File: src/rtl/ula_arbiter.sv
// Round-robin arbiter/sequencer sharing one ALU between two requesters; result returned 2 edges after the grant edge.
// Readies stay low outside IDLE; a stalled response (rsp_ready=0) holds the FSM in RESP with data/id stable.
module ula_arbiter #(
   parameter int WIDTH = 8,
   parameter int OPW   = 3
) (
   input  logic             clk,
   input  logic             rst_n,
   input  logic             req0_valid,
   output logic             req0_ready,
   input  logic [OPW-1:0]   req0_op,
   input  logic [WIDTH-1:0] req0_a,
   input  logic [WIDTH-1:0] req0_b,
   input  logic             req1_valid,
   output logic             req1_ready,
   input  logic [OPW-1:0]   req1_op,
   input  logic [WIDTH-1:0] req1_a,
   input  logic [WIDTH-1:0] req1_b,
   output logic [OPW-1:0]   alu_ctrl,
   output logic [WIDTH-1:0] alu_scr0,
   output logic [WIDTH-1:0] alu_scr1,
   input  logic [WIDTH-1:0] alu_result,
   output logic             rsp_valid,
   input  logic             rsp_ready,
   output logic [WIDTH-1:0] rsp_data,
   output logic             rsp_id,
   output logic             busy,
   output logic [15:0]      done_cnt
);

   localparam logic [1:0] ST_IDLE = 2'd0;
   localparam logic [1:0] ST_EXEC = 2'd1;
   localparam logic [1:0] ST_RESP = 2'd2;

   typedef struct packed {
      logic [OPW-1:0]   op;
      logic [WIDTH-1:0] a;
      logic [WIDTH-1:0] b;
   } req_t;

   logic [1:0]       r_state;
   logic             r_last;
   req_t             r_req;
   logic             r_id;
   logic             r_rsp_valid;
   logic [WIDTH-1:0] r_rsp_data;
   logic             r_rsp_id;
   logic [15:0]      r_done_cnt;

   logic             w_idle;
   logic             w_gnt0;
   logic             w_gnt1;
   logic             w_accept;
   req_t             w_sel;

   // r_last holds the id granted last; on a tie the other requester wins
   assign w_idle   = (r_state == ST_IDLE);
   assign w_gnt1   = req1_valid & (~req0_valid | ~r_last);
   assign w_gnt0   = req0_valid & ~w_gnt1;
   assign w_accept = w_idle & (w_gnt0 | w_gnt1);
   assign w_sel    = w_gnt1 ? req_t'{req1_op, req1_a, req1_b}
                            : req_t'{req0_op, req0_a, req0_b};

   assign req0_ready = w_idle & w_gnt0;
   assign req1_ready = w_idle & w_gnt1;

   always_ff @(posedge clk or negedge rst_n) begin
      if (!rst_n) begin
         r_state     <= ST_IDLE;
         r_last      <= 1'b1;
         r_req       <= '0;
         r_id        <= 1'b0;
         r_rsp_valid <= 1'b0;
         r_rsp_data  <= '0;
         r_rsp_id    <= 1'b0;
         r_done_cnt  <= '0;
      end else begin
         case (r_state)
            ST_IDLE: begin
               if (w_accept) begin
                  r_req   <= w_sel;
                  r_id    <= w_gnt1;
                  r_state <= ST_EXEC;
               end
            end
            ST_EXEC: begin
               r_rsp_data  <= alu_result;
               r_rsp_id    <= r_id;
               r_rsp_valid <= 1'b1;
               r_state     <= ST_RESP;
            end
            ST_RESP: begin
               if (rsp_ready) begin
                  r_rsp_valid <= 1'b0;
                  r_last      <= r_rsp_id;
                  if (r_done_cnt != 16'hFFFF) begin
                     r_done_cnt <= r_done_cnt + 16'd1;
                  end
                  r_state <= ST_IDLE;
               end
            end
            default: r_state <= ST_IDLE;
         endcase
      end
   end

   assign alu_ctrl  = r_req.op;
   assign alu_scr0  = r_req.a;
   assign alu_scr1  = r_req.b;
   assign rsp_valid = r_rsp_valid;
   assign rsp_data  = r_rsp_data;
   assign rsp_id    = r_rsp_id;
   assign busy      = ~w_idle;
   assign done_cnt  = r_done_cnt;

endmodule

File: config.mk
export PLATFORM = sky130hd
export DESIGN_NAME = ula_arbiter
export DESIGN_NICKNAME = d
export VERILOG_FILES = /design/src/rtl/ula_arbiter.sv
export SDC_FILE = /design/constraint.sdc
export NUM_CORES = 1
export LEC_CHECK = 0
export ABC_CLOCK_PERIOD_IN_PS = 4400
export BUFFER_PORTS_ARGS = -buffer_cell sky130_fd_sc_hd__buf_2
export CORE_UTILIZATION = 29
export DETAILED_ROUTE_END_ITERATION = 7
export MAX_ROUTING_LAYER = met4
export SYNTH_ARGS = -nofsm -noshare
export SYNTH_HDL_FRONTEND = slang
export SYNTH_SLANG_ARGS = --single-unit
File: constraint.sdc
create_clock -name clk -period 4.4 [get_ports clk]
set_input_delay 0.22 -clock clk [delete_from_list [all_inputs] [get_ports clk]]
set_output_delay 0.22 -clock clk [all_outputs]
set_load 0.01 [all_outputs]
==> results of run 1 <==
## synthesized netlist by cell type
cell,count,share of area [%]
a21boi_1,1,0.34
a21oi_1,19,4.3
and2_1,1,0.28
and3_1,3,0.84
and4_4,1,0.51
and4bb_4,1,0.73
buf_1,1,0.17
buf_2,2,0.45
buf_6,2,1.0
clkbuf_1,5,0.84
dfrtp_1,48,54
dfstp_2,1,1.2
ha_1,1,0.56
inv_1,2,0.34
mux2_1,8,4.0
mux2_2,3,1.5
mux2i_1,19,8.5
nand2_1,7,1.2
nand3_1,3,0.67
nand3b_1,1,0.34
nand4_1,6,1.7
nor2_1,23,3.9
nor2b_1,1,0.28
nor3_1,8,1.8
nor3b_1,1,0.34
nor3b_2,1,0.56
nor4_2,4,2.2
o21a_1,2,0.67
o21bai_1,2,0.67
or2_1,1,0.28
xor2_1,15,5.9
## metrics by stage
step                      area [sq um]  power [W]  std cells
after floorplan                   2230    0.00112        193
after global placement            2800    0.00136        381
after detailed placement          2800    0.00138        381
after CTS                         2930    0.00177        389
after global routing              2930    0.00187        389
final                             2930    0.00173        389
## area by class of cell
class,instances,area share (%)
Timing Repair Buffer,99,17.0
Clock inverter,3,2.22
Multi-Input combinational cell,132,32.1
Tap cell,99,4.22
Clock buffer,5,2.35
Sequential cell,49,41.9
Inverter,2,0.256
## where the power goes
| group | total (W) | switching (W) | internal, W |
|---|---|---|---|
| logic | 0.000625 | 0.000343 | 0.000282 |
| registers | 0.000729 | 0.000105 | 0.000625 |
| clock network | 0.000374 | 0.000148 | 0.000226 |
## kinds of logic (layout without fill, tap and decap cells)
| kind of cell | count (synthesis) | in the layout | share of synthesized area [%] |
|---|---|---|---|
| DFF | 49 | 49 | 55.1 |
| and+or+nand+nor | 62 | 62 | 15.6 |
| xor gates and xnor gates | 15 | 15 | 5.90 |
| AOI/OAI and AO/OA | 24 | 24 | 5.95 |
| buffers and inverters | 12 | 109 | 2.81 |
| muxes | 30 | 30 | 14.1 |
| adders and majority gates | 1 | 1 | 0.561 |
## worst max-delay path, stage by stage, from the launching register on
cell and delay (ns):
dfrtp_1 0.42, nor2_1 0.21, o21a_1 0.97, nor2_1 0.09
a21oi_1 0.15
## flip-flops by register name (all words and copies together) (netlist names), 2 cells and up
register / cells
rsp_data: 8
alu_scr1: 8
alu_scr0: 8
r_state: 2
done_cnt: 16
alu_ctrl: 3
## how the worst max path moves through the flow
stage,start,endpoint,slack [ns],depth (start not counted)
after global routing,r_state[1]$_DFFE_PN0P_,alu_scr1[0]$_DFFE_PN0P_,2.23,4
after global placement,r_state[0]$_DFFE_PN0P_,alu_scr1[5]$_DFFE_PN0P_,2.55,4
after CTS,r_state[1]$_DFFE_PN0P_,alu_ctrl[0]$_DFFE_PN0P_,2.43,4
after floorplan,done_cnt[0]$_DFFE_PN0P_,done_cnt[13]$_DFFE_PN0P_,2.70,6
after detailed placement,r_state[0]$_DFFE_PN0P_,alu_ctrl[2]$_DFFE_PN0P_,2.45,3
final,r_state[1]$_DFFE_PN0P_,alu_ctrl[0]$_DFFE_PN0P_,2.48,4
## routing by layer
metal / track usage, % / vias up / share of wire [%]
met1: 14.1 / 788 / 47
li1: - / 870 / -
met4: 4.47 / 0 / 1.0
met3: 2.01 / 5 / 4.7
met2: 21.1 / 62 / 47
met5: - / - / 0
==> results.toml, run 1 <==
[global_route]
grt_pass1_vias = 1634
grt_max_degree = 50
antenna_found_initial = 0
grt_pass1_wl_microns = 7280
grt_util_all_layers_pct = 12.1
overflow = 0

[sta]
grt_setup_unrepaired = "false"
setup_viol = 0
hold_violations = 0
skew_ns = 0.00905
post-route-period-util_pct = 43.7
period_minus_slack_ns = 1.92
setup_slack_ns = 2.48
timing.fmax_mhz = 520
whs_ns = 0.123
slew_viol_final = 0
slew_headroom_pct = 20.0
worst_slew_pin_slew_ns = 1.20
fin_setup_tns_ns = 0

[power_and_ir_drop]
power.leakage_nw = 1.49
ir_drop_uv = 198
power_density_mw_per_mm2 = 589

[floorplanning]
die_area_sq_mm = 0.00804
fp.dieW_microns = 89.7
io_pins = 99
die_h_microns = 89.7
num_rows = 31
core_area_sq_mm = 0.00733
initial_core_util_pct = 30.4

[status]
status = "complete, no violations"

[setup_path]
critPathKind = "reg -> reg"
required_ns = 4.61
crit_fanout = 40
startpoint_type = "register"
r2r-start = "r_state[1]$_DFFE_PN0P_"
r2r_end = "alu_ctrl[0]$_DFFE_PN0P_"
cp.arrival_ns = 2.14
rrSetupSlack_ns = 2.48
r2r_cells = 4
setup.worst_path.end_class = "register"

[cts]
cts_tree = "yes"
cts.repair.resized = 0
path_clk_slew_ns = 0.09
cts.path.max_buffers = 2
root_buffer = "clkbuf_8"
clk-insertion-delay-late_ns = 0.30
cts_buffers = 5
cts_hold_buf = 0
postCtsSetupBuffers = 0
clock-sinks = 49
cts_max_level = 2

[layout]
syn_to_final_growth_pct = 31.6
layout_common_cells = "98 x buf_2, 48 x dfrtp_1, 23 x nor2_1"
drive_above_1_share_pct = 41.0
seqCellArea_sq_mm = 0.00123
multi_input_area_sq_um = 942
fin_util_pct = 40.0
layout_commonest_cell = "buf_2"
fill_cells = 721
antennaDiodeCount = 0
nets = 341

[yosys]
synthDistinctLibCells = 31
ys_ff_latch = 49
ys_seq_area_share_pct = 55.1
synth_nets = 245
synthCells = 193
avgSynthCellArea_sq_um = 11.5
syn_area_sq_mm = 0.00223
yosys_warnings = 0

[job]
drv_cap = 0

[routing]
drt_wl_total_microns = 4580
wl_per_cell_microns = 11.8
vias_per_cell = 4.43
detail-route-antenna-nets = 0
drc = 0
dr.first_iter.drc_count = 44
drtPass1Iterations = 4
vias = 1725

[placed_design]
dp_hpwl_microns = 3270
numPortBuffers = 98
finalWeightedCongestion = 0.743
place_ws_ns = 2.45

[hold_path]
hold_path_class = "in -> async"
Note: power is estimated with default switching activity, not from simulation.
==> inputs of run 2 (changes only) <==
- ABC_CLOCK_PERIOD_IN_PS: 4400 -> 1920
- clock period: 4.4 -> 1.92 ns (I/O delays scaled with it)
==> run 2 against run 1 <==
Clock skew decreased by 0.0036 ns. Final area increased by 4.7%. Largest cell class unchanged. Critical path depth increased by 1. Sequential power increased by 130%. Utilization increased by 1.9 points.
==> results.toml, run 2 (synthesis results as in run 1) <==
[status]
status = "complete, no violations"

[sta]
period_minus_slack_ns = 1.78
post-route-period-util_pct = 92.8
timing.fmax_mhz = 561
setup_viol = 0
worst_slew_pin_slew_ns = 0.535
fin_setup_tns_ns = 0
slew_viol_final = 0
grt_setup_unrepaired = "false"
whs_ns = 0.0168
skew_ns = 0.00543
hold_violations = 0
slew_headroom_pct = 64.2

[floorplanning]
core_area_sq_mm = 0.00733
io_pins = 99
num_rows = 31
fp.dieW_microns = 89.7
initial_core_util_pct = 30.4
die_h_microns = 89.7
die_area_sq_mm = 0.00804

[layout]
layout_commonest_cell = "buf_2"
largest_reg_flops = 16
layout_common_cells = "98 x buf_2, 48 x dfrtp_1, 23 x nor2_1"
fill_cells = 714
antennaDiodeCount = 0
nets = 355
drive_above_1_share_pct = 41.8
final_cells = 403
fin_util_pct = 41.9
syn_to_final_growth_pct = 37.7

[setup_path]
critPathKind = "reg -> reg"
cp.arrival_ns = 1.97
required_ns = 2.11
crit_fanout = 11
setup.worst_path.end_class = "register"
startpoint_type = "register"

[global_route]
antenna_found_initial = 0
grt_pass1_vias = 1697
grt_util_all_layers_pct = 13.2
grt_max_degree = 41
grt_pass1_wl_microns = 7820
overflow = 0

[placed_design]
finalWeightedCongestion = 0.784
dp_hpwl_microns = 3570
placed_cells = 389
numPortBuffers = 98

[cts]
clock-sinks = 49
cts_hold_buf = 5
cts.repair.resized = 0
postCtsSetupBuffers = 0
cts_max_level = 2
cts.path.max_buffers = 2
path_clk_slew_ns = 0.10
root_buffer = "clkbuf_8"
cts_buffers = 5
clk-insertion-delay-late_ns = 0.30
cts_tree = "yes"

[routing]
wl_per_cell_microns = 11.9
drtPass1Iterations = 4
drt_wl_total_microns = 4810
dr.first_iter.drc_count = 30
vias = 1822
drc = 0
vias_per_cell = 4.52
detail-route-antenna-nets = 0

[job]
drv_cap = 0

[power_and_ir_drop]
power_w = 0.00409
ir_drop_uv = 440
power.leakage_nw = 1.55
power_density_mw_per_mm2 = 1330

[hold_path]
hold_path_class = "in -> reg"
run 2: cell count changes in the layout (fill, tap and decap cells not counted), sizes merged:
cell	change
clkinv	-1
inv	+1
dlygate4sd3	+6
buf	+8
run 2: final cells by class:
type,instances,area [sq um],area share [%]
Inverter,2,7.51,0.245
Sequential cell,49,1230,40.0
Tap cell,99,124,4.04
Clock buffer,5,68.8,2.24
Clock inverter,3,68.8,2.24
Multi-Input combinational cell,132,942,30.7
Timing Repair Buffer,113,631,20.5
run 2: path summary, 6_finish.rpt:
check                                   startpoint                 endpoint  slack, ns  cells past startpoint
setup reg to reg           done_cnt[1]$_DFFE_PN0P_  done_cnt[1]$_DFFE_PN0P_       0.14                      5
max in group asynchronous                    rst_n       r_last$_DFFE_PN1P_       0.97                      3
setup / recovery           done_cnt[1]$_DFFE_PN0P_  done_cnt[1]$_DFFE_PN0P_       0.14                      5
hold / removal                       alu_result[5]  rsp_data[5]$_DFFE_PN0P_       0.02                      2
hold reg to reg            rsp_data[6]$_DFFE_PN0P_  rsp_data[6]$_DFFE_PN0P_       0.49                      1
min in group asynchronous                    rst_n  rsp_data[2]$_DFFE_PN0P_       0.28                      2
run 2: metrics by stage:
| stage | area, sq um | setup slack, ns |
|---|---|---|
| 5_1_grt | 3070 | 0.0635 |
| 6_report | 3070 | 0.139 |
| 3_5_place_dp | 2870 | 0.143 |
| 3_3_place_gp | 2870 | 0.205 |
| 2_1_floorplan | 2230 | 0.225 |
| 4_1_cts | 3060 | 0.136 |
run 2: layer usage:
layer	share of wire, %	track usage, %	vias up
li1	-	-	898
met1	45	16.5	847
met2	48	21.3	71
met3	5.6	2.56	6
met4	1.3	4.62	0
met5	0	-	-
run 2: worst max-delay path, stage by stage, from the launching register on:
cell and delay, ns:
dfrtp_1 0.43, ha_1 0.24, and3_1 0.21, and4bb_4 0.26, nor2_1 0.18, mux2_1 0.35
run 2: power by group:
group          internal (W)  switching (W)
clock network      0.000525       0.000367
logic              0.000710       0.000826
registers           0.00143       0.000227
total               0.00267        0.00142
==> inputs of run 3 (changes only) <==
- CELL_PAD_IN_SITES_DETAIL_PLACEMENT: unset -> 0
- CELL_PAD_IN_SITES_GLOBAL_PLACEMENT: unset -> 1
- CORE_UTILIZATION: 29 -> 35
- PLACE_DENSITY_LB_ADDON: unset -> 0.3
==> run 3 against run 2 <==
Global-route usage rose by 1.9 points. Die area fell by 17%. Hold slack got worse by 0.0020 ns. Sequential share of layout area rose by 1.2 points. Maximum frequency barely moved. Largest power group unchanged.
==> results.toml, run 3 (synthesis results as in run 1) <==
[status]
status = "complete, no violations"

[floorplanning]
fp.dieW_microns = 81.8
num_rows = 28
initial_core_util_pct = 37.0
io_pins = 99
core_area_sq_mm = 0.00603
die_area_sq_mm = 0.00669
die_h_microns = 81.8

[cts]
cts.path.max_buffers = 2
postCtsSetupBuffers = 0
path_clk_slew_ns = 0.09
clock-sinks = 49
clk-insertion-delay-late_ns = 0.30
root_buffer = "clkbuf_8"
cts_tree = "yes"
cts_buffers = 5
cts_max_level = 2
cts.repair.resized = 0

[power_and_ir_drop]
ir_drop_uv = 564
clkPwrFrac_pct = 18.3
swShare_pct = 35.3
p_int_w = 0.00254
power_density_mw_per_mm2 = 1320
p_seq_share_pct = 42.3
power.leakage_nw = 1.53
switchingPower_w = 0.00139
p_comb_share_pct = 39.3

[routing]
drtPass1Iterations = 4
detail-route-antenna-nets = 0
vias = 1790
dr.first_iter.drc_count = 50
wl_per_cell_microns = 12.3
drt_wl_total_microns = 4620
drc = 0
vias_per_cell = 4.76

[layout]
layout_common_cells = "98 x buf_2, 48 x dfrtp_1, 23 x nor2_1"
drive_above_1_share_pct = 41.9
postLayoutCellArea_sq_mm = 0.00298
antennaDiodeCount = 0
final_cells = 376
nets = 352
syn_to_final_growth_pct = 33.7
largest_reg_flops = 16
layout_commonest_cell = "buf_2"

[hold_path]
holdPathStages = 2
hold_path_class = "in -> reg"

[global_route]
grt_max_degree = 31
overflow = 0
grt_pass1_vias = 1645
antenna_found_initial = 0
grt_pass1_wl_microns = 7490
grt_util_all_layers_pct = 15.1

[sta]
slew_viol_final = 0
period_minus_slack_ns = 1.78
hold_violations = 0
skew_ns = 0.00814
timing.fmax_mhz = 562
worst_slew_pin_slew_ns = 0.565
setup_viol = 0
post-route-period-util_pct = 92.7
fin_setup_tns_ns = 0
grt_setup_unrepaired = "false"
slew_headroom_pct = 62.3

[job]
drv_cap = 0

[setup_path]
r2r_cells = 5
critPathKind = "reg -> reg"
startpoint_type = "register"
setup.worst_path.end_class = "register"
required_ns = 2.10
cp.arrival_ns = 1.96
crit_fanout = 11

[placed_design]
dp_hpwl_microns = 3350
finalWeightedCongestion = 0.761
numPortBuffers = 98
postPlaceCellArea_sq_mm = 0.00284
placed_cells = 365
[run 3: what timing repair did]
action / 4_1_cts / 5_1_grt
endpoints found under the hold margin: 24 / 0
hold buffers: 3 / 0
endpoints found under the setup margin: 0 / 0
[run 3: final timing paths]
| kind | slack [ns] | from | to |
|---|---|---|---|
| max in group asynchronous | 1.05 | rst_n | alu_scr1[0]$_DFFE_PN0P_ |
| min in group asynchronous | 0.32 | rst_n | rsp_data[3]$_DFFE_PN0P_ |
| worst min-delay path | 0.01 | alu_result[5] | rsp_data[5]$_DFFE_PN0P_ |
| worst max-delay path | 0.14 | done_cnt[1]$_DFFE_PN0P_ | done_cnt[1]$_DFFE_PN0P_ |
| worst min register to register | 0.48 | rsp_data[4]$_DFFE_PN0P_ | rsp_data[4]$_DFFE_PN0P_ |
| worst max register to register | 0.14 | done_cnt[1]$_DFFE_PN0P_ | done_cnt[1]$_DFFE_PN0P_ |
[run 3: per-stage QoR]
stage / total power, W / setup WS, ns / hold slack, ns / utilization, %
4_1_cts: 0.00399 / 0.128 / 0.00549 / 49.4
3_3_place_gp: 0.00320 / 0.200 / 0.117 / 47.2
2_1_floorplan: 0.00257 / 0.225 / -0.200 / -
6_report: 0.00392 / 0.140 / 0.0148 / 49.4
5_1_grt: 0.00425 / 0.0456 / 0.00253 / 49.4
3_5_place_dp: 0.00324 / 0.136 / 0.131 / 47.2
[run 3: layout make-up]
cell class / count / area (sq um)
inverter: 2 / 7.51
sequential: 49 / 1230
tap: 75 / 93.8
multi-input combinational: 132 / 942
clock buffer: 6 / 72.6
clock inverter: 2 / 35.0
fill: 581 / 3050
timing repair buffer: 110 / 601
[run 3: layer usage]
layer  part of all wire (%)  vias to the layer above  wire length (microns)  track usage [%]
met3                    7.5                        6                    346             4.78
li1                       -                      887                      -                -
met1                     48                      826                   2220             19.4
met2                     43                       71                   2010             22.5
met4                    1.2                        0                     54             4.91
met5                      0                        -                      0                -
[run 3: power by group through the flow]
stage,sequential [W],combinational (W),clock [W]
floorplan,0.00184,0.000728,0
global placement,0.00166,0.00154,0
detailed placement,0.00167,0.00157,0
CTS,0.00166,0.00158,0.000752
global route,0.00172,0.00174,0.000793
finish,0.00166,0.00154,0.000719
[run 3: critical path: stages, from the launching register on]
cell and delay, ns:
dfrtp_1 0.44, ha_1 0.25, and3_1 0.21, and4bb_4 0.26
nor2_1 0.18, mux2_1 0.34
